--- config.mk ---
export PLATFORM = sky130hd
export DESIGN_NAME = stream_rr_arbiter
export DESIGN_NICKNAME = d
export VERILOG_FILES = /design/src/rtl/stream_rr_arbiter.sv
export SDC_FILE = /design/constraint.sdc
export NUM_CORES = 1
export LEC_CHECK = 0
export ABC_AREA = 1
export CORE_ASPECT_RATIO = 0.5
export CORE_UTILIZATION = 40
export DETAILED_ROUTE_END_ITERATION = 16
export GPL_TIMING_DRIVEN = 0
export PLACE_DENSITY = 0.79
export SLEW_MARGIN = 20
export SYNTH_ARGS = -nofsm -noshare
export SYNTH_HDL_FRONTEND = slang
export SYNTH_SLANG_ARGS = --single-unit
--- constraint.sdc ---
create_clock -name clk -period 1.8 [get_ports clk]
set_clock_uncertainty 0.15 [all_clocks]
set_input_delay 0.18 -clock clk [delete_from_list [all_inputs] [get_ports clk]]
set_output_delay 0.18 -clock clk [all_outputs]
set_load 0.03 [all_outputs]
--- src/rtl/stream_rr_arbiter.sv ---
// Round-robin arbiter merging NUM_REQ valid/ready streams onto one registered output; optional packet lock via STREAM_ARB_PKT_LOCK_EN.
// Latency: 2 cycles from valid_s in IDLE to valid_m; 1 beat/cycle while a grant is held; one bubble between grants.
// Backpressure: ready_s[gnt] follows (!valid_m || ready_m); output beat held stable while valid_m && !ready_m.
module stream_rr_arbiter #(
  parameter int DATA_WIDTH = 8,
  parameter int ID_WIDTH   = 2
) (
  input  logic                                 clk,
  input  logic                                 rst,
  input  logic [2**ID_WIDTH-1:0]               valid_s,
  output logic [2**ID_WIDTH-1:0]               ready_s,
  input  logic [(2**ID_WIDTH)*DATA_WIDTH-1:0]  data_s,
  input  logic [2**ID_WIDTH-1:0]               last_s,
  input  logic                                 ready_m,
  output logic                                 valid_m,
  output logic [DATA_WIDTH-1:0]                data_m,
  output logic                                 last_m,
  output logic [ID_WIDTH-1:0]                  grant_id
);

  localparam int NUM_REQ = 2**ID_WIDTH;

  typedef enum logic {IDLE, BUSY} state_t;

  state_t              state, state_nxt;
  logic [ID_WIDTH-1:0] ptr;
  logic [ID_WIDTH-1:0] gnt;
  logic [ID_WIDTH-1:0] winner;
  logic [ID_WIDTH-1:0] idx;
  logic                any_valid;
  logic                slot_open;
  logic                accept;
  logic                grant_done;

  // Rotating-priority search: lowest offset from ptr with valid_s set wins.
  // Index arithmetic wraps naturally because NUM_REQ is a power of two.
  always_comb begin
    winner    = ptr;
    idx       = ptr;
    any_valid = |valid_s;
    for (int i = NUM_REQ - 1; i >= 0; i--) begin
      idx = ptr + ID_WIDTH'(i);
      if (valid_s[idx]) winner = idx;
    end
  end

  // Next-state, per-requester ready and grant termination.
  always_comb begin
    state_nxt  = state;
    ready_s    = '0;
    slot_open  = !valid_m || ready_m;
    accept     = 1'b0;
    grant_done = 1'b0;
    case (state)
      IDLE: begin
        if (any_valid) state_nxt = BUSY;
      end
      BUSY: begin
        ready_s[gnt] = slot_open;
        accept       = valid_s[gnt] && slot_open;
`ifdef STREAM_ARB_PKT_LOCK_EN
        // Grant is held across requester gaps until the packet's last beat.
        grant_done   = accept && last_s[gnt];
`else
        // Every accepted beat releases the grant for re-arbitration.
        grant_done   = accept;
`endif
        if (grant_done) state_nxt = IDLE;
      end
      default: state_nxt = IDLE;
    endcase
  end

  // State, grant owner and round-robin pointer registers.
  always_ff @(posedge clk or posedge rst) begin
    if (rst) begin
      state <= IDLE;
      ptr   <= '0;
      gnt   <= '0;
    end else begin
      state <= state_nxt;
      if (state == IDLE && any_valid) gnt <= winner;
      if (grant_done) ptr <= gnt + 1'b1;
    end
  end

  // Output beat register: load on accept, drain when downstream takes it.
  always_ff @(posedge clk or posedge rst) begin
    if (rst) begin
      valid_m  <= 1'b0;
      data_m   <= '0;
      last_m   <= 1'b0;
      grant_id <= '0;
    end else if (accept) begin
      valid_m  <= 1'b1;
      data_m   <= data_s[gnt*DATA_WIDTH +: DATA_WIDTH];
      last_m   <= last_s[gnt];
      grant_id <= gnt;
    end else if (ready_m) begin
      valid_m  <= 1'b0;
    end
  end

endmodule

# Word-level counts from Yosys, hierarchy flattened
# Index checks and enable logic that the tools add are counted.
# Widths: inputs -> output; s select.
[word_totals]
reg_bits = 17
in_bits = 43
elab_cells = 52
out_inout_bits = 16
[op_classes]
mux = 25
magnitude_cmp = 6
reduce_logical = 7
n_addsub = 4
shifts = 1
n_bitwise = 2
[op_table]
columns = ["cell", "count"]
rows = [
  ["$shiftx 32x6->8", 1],
  ["$lt 2x3->1 const B", 5],
  ["$bmux 1 s2", 6],
  ["$mux 1", 12],
  ["$mux 2", 4],
  ["$add 2x1->2 const B", 2],
  ["$add 2x2->2 const B", 2],
  ["$and 4x4->4", 1],
  ["$mux 4", 1],
  ["$reduce_or 4->1", 1],
  ["$logic_and 1x1->1", 3],
  ["$demux 1 s2", 1],
  ["$ge 2x1->1 const B", 1],
  ["$pmux 1 s2", 1],
  ["$reduce_bool 2->1", 1],
  ["$logic_not 1->1", 1],
  ["$logic_or 1x1->1", 1],
  ["$not 1->1", 1],
]

# Longest topological paths before layout
# Gate-level depths: netlist of the first run.
[depth]
word_depth = 7
depth_mapped = 11
mapped_depth_nobuf = 11

# Least setup slack after synthesis of the first run
# No wires, ideal clock.
[synth_path]
kind = "register to output"
startpoint = "reg gnt[0]"
endpoint = "out ready_s[0]"
setup_slack_ns = 0.031
arrival_time_ns = 1.439
path_stages_with_launch = 7
t_required_ns = 1.470
n_path_buf = 2
cell_sequence = "dfrtp_1 inv_2 buf_2 buf_2 ha_1 nand2_1 nor2_1"
[synth_between]
elab_chain_cells = 6
elab_cells_between_ends = 7
cone_classes = "order compare (2); mux (3); bitwise (1); reduce/logical (1)"
[synth_lines]
columns = ["item", "line", "source"]
rows = [
  ["from (decl)", "27", "logic [ID_WIDTH-1:0] gnt;"],
  ["from (signal assigned)", "82", "if (state == IDLE && any_valid) gnt <= winner;"],
  ["$lt 2x3->1 (implied by the code) or $ge 2x1->1 (tied branches)", "59", "ready_s[gnt] = slot_open;"],
  ["$logic_and 1x1->1 (implied by the code)", "59", ""],
  ["$mux 1 (implied by the code)", "59", ""],
  ["$demux 1 s2 *", "59", ""],
  ["$and 4x4->4 (no source line) *", "-", ""],
  ["$mux 4 *", "54", "case (state)"],
  ["to (decl)", "11", "output logic [2**ID_WIDTH-1:0] ready_s,"],
]
# Mark *: on every way between the ends. The rest lies on a longest branch, timed or not.

# Worst setup path after layout of the first run
[layout_path]
startpoint = "reg gnt[0]"
endpoint = "out ready_s[2]"
# The elaborated chain is that of the path after synthesis.

==> reports/qor.yml, run 1 <==
logic_synthesis:
  synthTopCellsByCount: "57 x nand2_1, 38 x nor2_1, 22 x o21ai_0"
  synth.most_common_cell: "nand2_1"
  ys_types: 19
  yosysSeqAreaShare: 0.351
  syn_avg_cell_area_um2: 6.35
  synthTopCellsByArea: "dfrtp_1 35%, nand2_1 18%, nor2_1 12%, o21ai_0 9.1%, inv_1 5.3%"
  synth_top_area_share: 0.351
  async_flop_share: 1.00
  synth.cell_area_um2: 1210
  ys_seq_elements: 17
  synth_nets: 238
  syn_inst: 191
  yosysTopAreaCell: "dfrtp_1"
  synth-edff-count: 0
  synth.yosys.warnings: 0
  synth_flop_cell: "dfrtp_1"
floorplanning:
  num_rows: 13
  start_util: 0.444
  die-area_um2: 3270
  die_h_um: 41.0
  coreArea_um2: 2730
  ios: 59
  die_w_um: 79.9
timing:
  finalSetupViolCount: 0
  rsz0062_at_grt: "yes"
  report.final.slew_viol_count: 0
  period_share: 0.962
  layout_setup_ws_ps: 68.1
  tns_ps: 0
  hold_viol: 0
  max_slew_margin: 0.555
  worstMarginPinSlew_ps: 667
  max_freq_mhz: 577
  period_minus_slack_ps: 1730
worst_setup_path:
  critical_path_class: "reg2out"
  start_kind: "flop"
  rr_worst_depth: 6
  cp-end-kind: "output pin"
  required_ps: 1470
  cp_data_arrival_time_ps: 1400
  cp_max_fo: 20
grt:
  grt_pass1_wl_mm: 5.33
  track_usage: 0.222
  grt_max_degree: 21
  antenna_found_initial: 0
  overflow: 0
  grt_pass1_vias: 1189
cts:
  cts_made_buffers: 3
  clock_path_buffers: 2
  htree_num_levels: 1
  cts.sinks: 17
  root_buffer: "clkbuf_8"
  cts_tree: "done"
  clkTransAtPathRegs_ps: 70
  ctsHoldBuffers: 0
  clk_latency_ps: 250
placement:
  place_ws_ps: -540
  place_congestion: 0.820
  dp_hpwl_mm: 2.67
  port_buffers: 58
route:
  initialDrtViolationCount: 86
  wirelength_mm: 3.62
  wire_per_inst_um: 12.4
  first_pass_iters: 4
  maxUsedRoutingLayer: "met4"
  wl_met2_mm: 1.85
  wl_met3_um: 166
  vias: 1434
  route.detailed.drc: 0
  wirelength_met1_mm: 1.58
  ant_nets: 0
  avgViaCountPerCell: 4.91
status:
  status: "finished, final reports clean"
job:
  drv_cap: 0
final_layout:
  drive_above_1_share: 0.0824
  nets: 303
  n_antenna_cell: 0
  area_delta_synth_final_pct: 58.5
min_path:
  hold_path.class: "in2async"
power:
  p_leak_nw: 0.935
  finalPower_mw: 3.33
  p_per_area_nw_per_um2: 1730
  peakVddDrop_mv: 0.705
==> final timing paths <==
check	start	endpoint	slack, ps
worst max-delay path	gnt[0]$_DFFE_PP0P_	ready_s[2]	70
worst min-delay path	rst	grant_id[1]$_DFFE_PP0P_	170
worst max register to register	gnt[0]$_DFFE_PP0P_	ptr[0]$_DFFE_PP0P_	90
worst min register to register	last_m$_DFFE_PP0P_	last_m$_DFFE_PP0P_	320
max in group asynchronous	rst	gnt[1]$_DFFE_PP0P_	860
min in group clk	last_m$_DFFE_PP0P_	last_m$_DFFE_PP0P_	320
==> stage by stage <==
stage,utilization,cells,hold WS [ps],cell area [um2]
global route,0.704,292,255,1920
global placement,0.674,286,304,1840
finish,0.704,292,172,1920
detailed placement,0.674,286,307,1840
floorplan,-,191,-43.9,1210
CTS,0.691,289,196,1890
==> worst max-delay path: stages (launching register included) <==
cell and delay, ps:
dfrtp_2 450, inv_4 90, buf_12 140, ha_1 150, nand2_1 50, nor2_1 90
buf_4 170
==> per-layer routing <==
layer / global-route usage / up-vias
met5: 0 / -
met4: 0.0580 / 0
met1: 0.266 / 644
met2: 0.427 / 50
met3: 0.0444 / 4
li1: - / 736
==> layout make-up <==
type / count / area (um2)
inverter: 19 / 73.8
buffer: 7 / 60.1
sequential: 17 / 428
fill: 241 / 810
tap: 37 / 46.3
clock buffer: 4 / 45.0
timing repair buffer: 61 / 591
multi-input combinational: 147 / 679
==> placed cells by master (no fill, tap or decap) <==
cell              n
a31oi_1           5
clkbuf_1          3
inv_4             1
a21boi_4          1
a21oi_1           3
ha_1              4
dfrtp_2           2
nor2_1           38
buf_4             7
nand4_1           1
buf_8             1
inv_2             2
o22ai_1           5
o21bai_1          1
buf_2             1
clkbuf_8          3
nand3_1           7
o21a_1            1
clkbuf_2          2
dfrtp_1          15
inv_1            16
nand2_1          57
clkdlybuf4s50_1  54
o21ai_0          22
o21ai_1           2
buf_12            1
==> state kept, by name, summed over array words and instances, names as in the netlist <==
register  flops
gnt           2
last_m        1
data_m        8
state         1
ptr           2
valid_m       1
grant_id      2
==> timing repair <==
| item | CTS | global route |
|---|---|---|
| setup buffers | 0 | 3 |
| setup endpoints to repair | 4 | 11 |
| resized for setup | 25 | 10 |
| pin swaps | 0 | 1 |
==> kinds of logic (layout without fill, tap and decap cells) <==
logic type	count (synthesis)	count (layout)	share of synthesized area
buf+inv	27	91	0.0897
fa+ha+maj	4	4	0.0412
simple gates	103	103	0.328
compound gates	40	40	0.191
flops	17	17	0.351
==> power by group <==
group | internal (mW) | switching, mW
sequential | 0.581 | 0.123
combinational | 0.939 | 1.41
clock | 0.157 | 0.127
(Power assumes the default switching activity.)
==> run 2: changes to the inputs <==
--- a/config.mk
+++ b/config.mk
@@ -11,6 +11,7 @@
 export DETAILED_ROUTE_END_ITERATION = 16
 export GPL_TIMING_DRIVEN = 0
 export PLACE_DENSITY = 0.79
+export SKIP_LAST_GASP = 1
 export SLEW_MARGIN = 20
 export SYNTH_ARGS = -nofsm -noshare
 export SYNTH_HDL_FRONTEND = slang
==> run 2 against run 1 <==
Via count rose by 2.6%. Sequential share of layout area decreased by 0.34 points. Critical path type unchanged. Power rose by 2.8%. Highest routed layer unchanged. Sequential cell count unchanged. Clock power is essentially flat. Fmax shrank 0.66%. Global-route usage is the same.
==> reports/qor.yml, run 2 (synthesis results as in run 1) <==
worst_setup_path:
  required_ps: 1470  # about the same
  cp_data_arrival_time_ps: 1410  # about the same
  cp-end-kind: "output pin"
  crit_chain: "inv_4 -> buf_12 -> ha_1 -> nand2_1 -> nor2_1 -> buf_2"
  start_kind: "flop"
  critical_path_class: "reg2out"
  cp_slowest_cell: "dfrtp_2"
  cp_slowest_stage_delay_ps: 450  # about the same
  cp_max_fo: 10  # -50%
  rr_worst_depth: 6  # unchanged
timing:
  worstMarginPinSlew_ps: 668  # +0.948 ps
  fin_hold_ws_ps: 172  # -0.0580 ps
  finalSetupViolCount: 0  # unchanged
  report.final.slew_viol_count: 0  # unchanged
  tns_ps: 0  # unchanged
  layout_setup_ws_ps: 56.6  # -11.5 ps
  period_share: 0.969  # +0.00639
  max_freq_mhz: 574  # -0.66%
  hold_viol: 0  # unchanged
  max_slew_margin: 0.554  # -0.000633
  period_minus_slack_ps: 1740  # +11.5 ps
route:
  avgViaCountPerCell: 5.00  # +1.9%
  initialDrtViolationCount: 74  # -14%
  vias: 1471  # +2.6%
  ant_nets: 0  # unchanged
  route.detailed.drc: 0  # unchanged
  first_pass_iters: 4  # unchanged
  wirelength_mm: 3.78  # +4.4%
  wire_per_inst_um: 12.9  # +3.7%
cts:
  clock_path_buffers: 2  # unchanged
  clkTransAtPathRegs_ps: 70  # about the same
  root_buffer: "clkbuf_8"
  cts_tree: "done"
  cts.sinks: 17  # unchanged
  clk_latency_ps: 250  # about the same
  ctsHoldBuffers: 0  # unchanged
  htree_num_levels: 1  # unchanged
  cts_made_buffers: 3  # unchanged
power:
  power.share.sequential: 0.207  # -0.004
  peakVddDrop_mv: 0.717  # +1.8%
  internal_power_mw: 1.73  # +3.4%
  clkPwrFrac: 0.083  # -0.002
  comb_power_share: 0.709  # +0.006
  p_per_area_nw_per_um2: 1750  # +1.2%
  p_leak_nw: 0.953  # +1.8%
  swShare: 0.494  # -0.00283
  finalPower_mw: 3.43  # +2.8%
  p_sw_mw: 1.69  # +2.2%
grt:
  grt_max_degree: 21  # unchanged
  antenna_found_initial: 0  # unchanged
  track_usage: 0.222  # unchanged
  grt_pass1_vias: 1189  # unchanged
  overflow: 0  # unchanged
  grt_pass1_wl_mm: 5.33  # unchanged
placement:
  place_congestion: 0.820  # unchanged
  dp_hpwl_mm: 2.67  # unchanged
  place_ws_ps: -540  # unchanged
  dpl.cell_count: 286  # unchanged
  port_buffers: 58  # unchanged
final_layout:
  most-common-layout-cells: "57 x nand2_1, 54 x clkdlybuf4s50_1, 38 x nor2_1"
  instances_no_fill: 294  # +0.68%
  seqCellArea_um2: 428  # unchanged
  drive_above_1_share: 0.0895  # +0.00714
  multi_input_area_um2: 679  # unchanged
  final_common_cell: "nand2_1"
  area_delta_synth_final_pct: 60.9
  regMostFlops: "data_m"
  nets: 305  # +0.66%
  num-fill-cells: 237  # -1.7%
  n_antenna_cell: 0  # unchanged
  largest_register_ffs: 8  # unchanged
floorplanning:
  num_rows: 13  # unchanged
  ios: 59  # unchanged
  start_util: 0.444  # unchanged
  coreArea_um2: 2730  # unchanged
  die_h_um: 41.0  # unchanged
  die_w_um: 79.9  # unchanged
  die-area_um2: 3270  # unchanged
min_path:
  hold_path.class: "in2async"
job:
  drv_cap: 0  # unchanged
status:
  status: "finished, final reports clean"
## run 2: cell count changes in the layout (fill, tap and decap cells not counted)
cell       delta
buf_2         +1
clkbuf_16     +1
## run 2: what timing repair did
action,CTS,global route
endpoints found under the setup margin,4,11
hold endpoints to repair,0,0
pin swaps,0,1
setup buffers,0,4
resized for setup,22,12
gates cloned,0,1
## run 2: per-layer routing
metal  global-route usage  wire (um)  up-vias  part of all wire
met5                    0          0        -                 0
met4               0.0580         44        0             0.012
met3               0.0444        249        6             0.066
met2                0.427       1890       59              0.50
met1                0.266       1600      660              0.42
li1                     -          -      746                 -
## run 2: cell type report
cell class / count / share of cell area
Timing Repair Buffer: 63 / 0.318
Multi-Input combinational cell: 147 / 0.348
Clock buffer: 4 / 0.0231
Inverter: 19 / 0.0378
Sequential cell: 17 / 0.219
Tap cell: 37 / 0.0237
Buffer: 7 / 0.0307
## run 2: through the flow
stage,utilization,area (um2)
after global routing,0.715,1950
after global placement,0.674,1840
after detailed placement,0.674,1840
after floorplan,-,1210
after CTS,0.693,1890
final,0.715,1950
## run 2: worst max-delay path: cells and delay by family, from the launching register on
kind,cells,cell delay (ps)
and+or+nand+nor,2,140
buffers and inverters,3,440
adders and majority gates,1,140
DFF,1,450
## run 2: worst paths after layout
kind                       slack [ps]               start                       to
max                                60  gnt[0]$_DFFE_PP0P_               ready_s[2]
min                               170                 rst  grant_id[1]$_DFFE_PP0P_
max reg2reg                       100  gnt[0]$_DFFE_PP0P_       ptr[0]$_DFFE_PP0P_
min reg2reg                       320  last_m$_DFFE_PP0P_       last_m$_DFFE_PP0P_
max in group asynchronous         860                 rst       gnt[1]$_DFFE_PP0P_
min in group clk                  320  last_m$_DFFE_PP0P_       last_m$_DFFE_PP0P_
## run 2: power groups by stage
stage          combinational, mW  sequential, mW  clock, mW
6_report                    2.43           0.711      0.286
5_1_grt                     2.65           0.730      0.302
4_1_cts                     2.24           0.705      0.288
3_5_place_dp                2.22           0.710          0
3_3_place_gp                2.17           0.705          0
2_1_floorplan               1.23           0.950          0
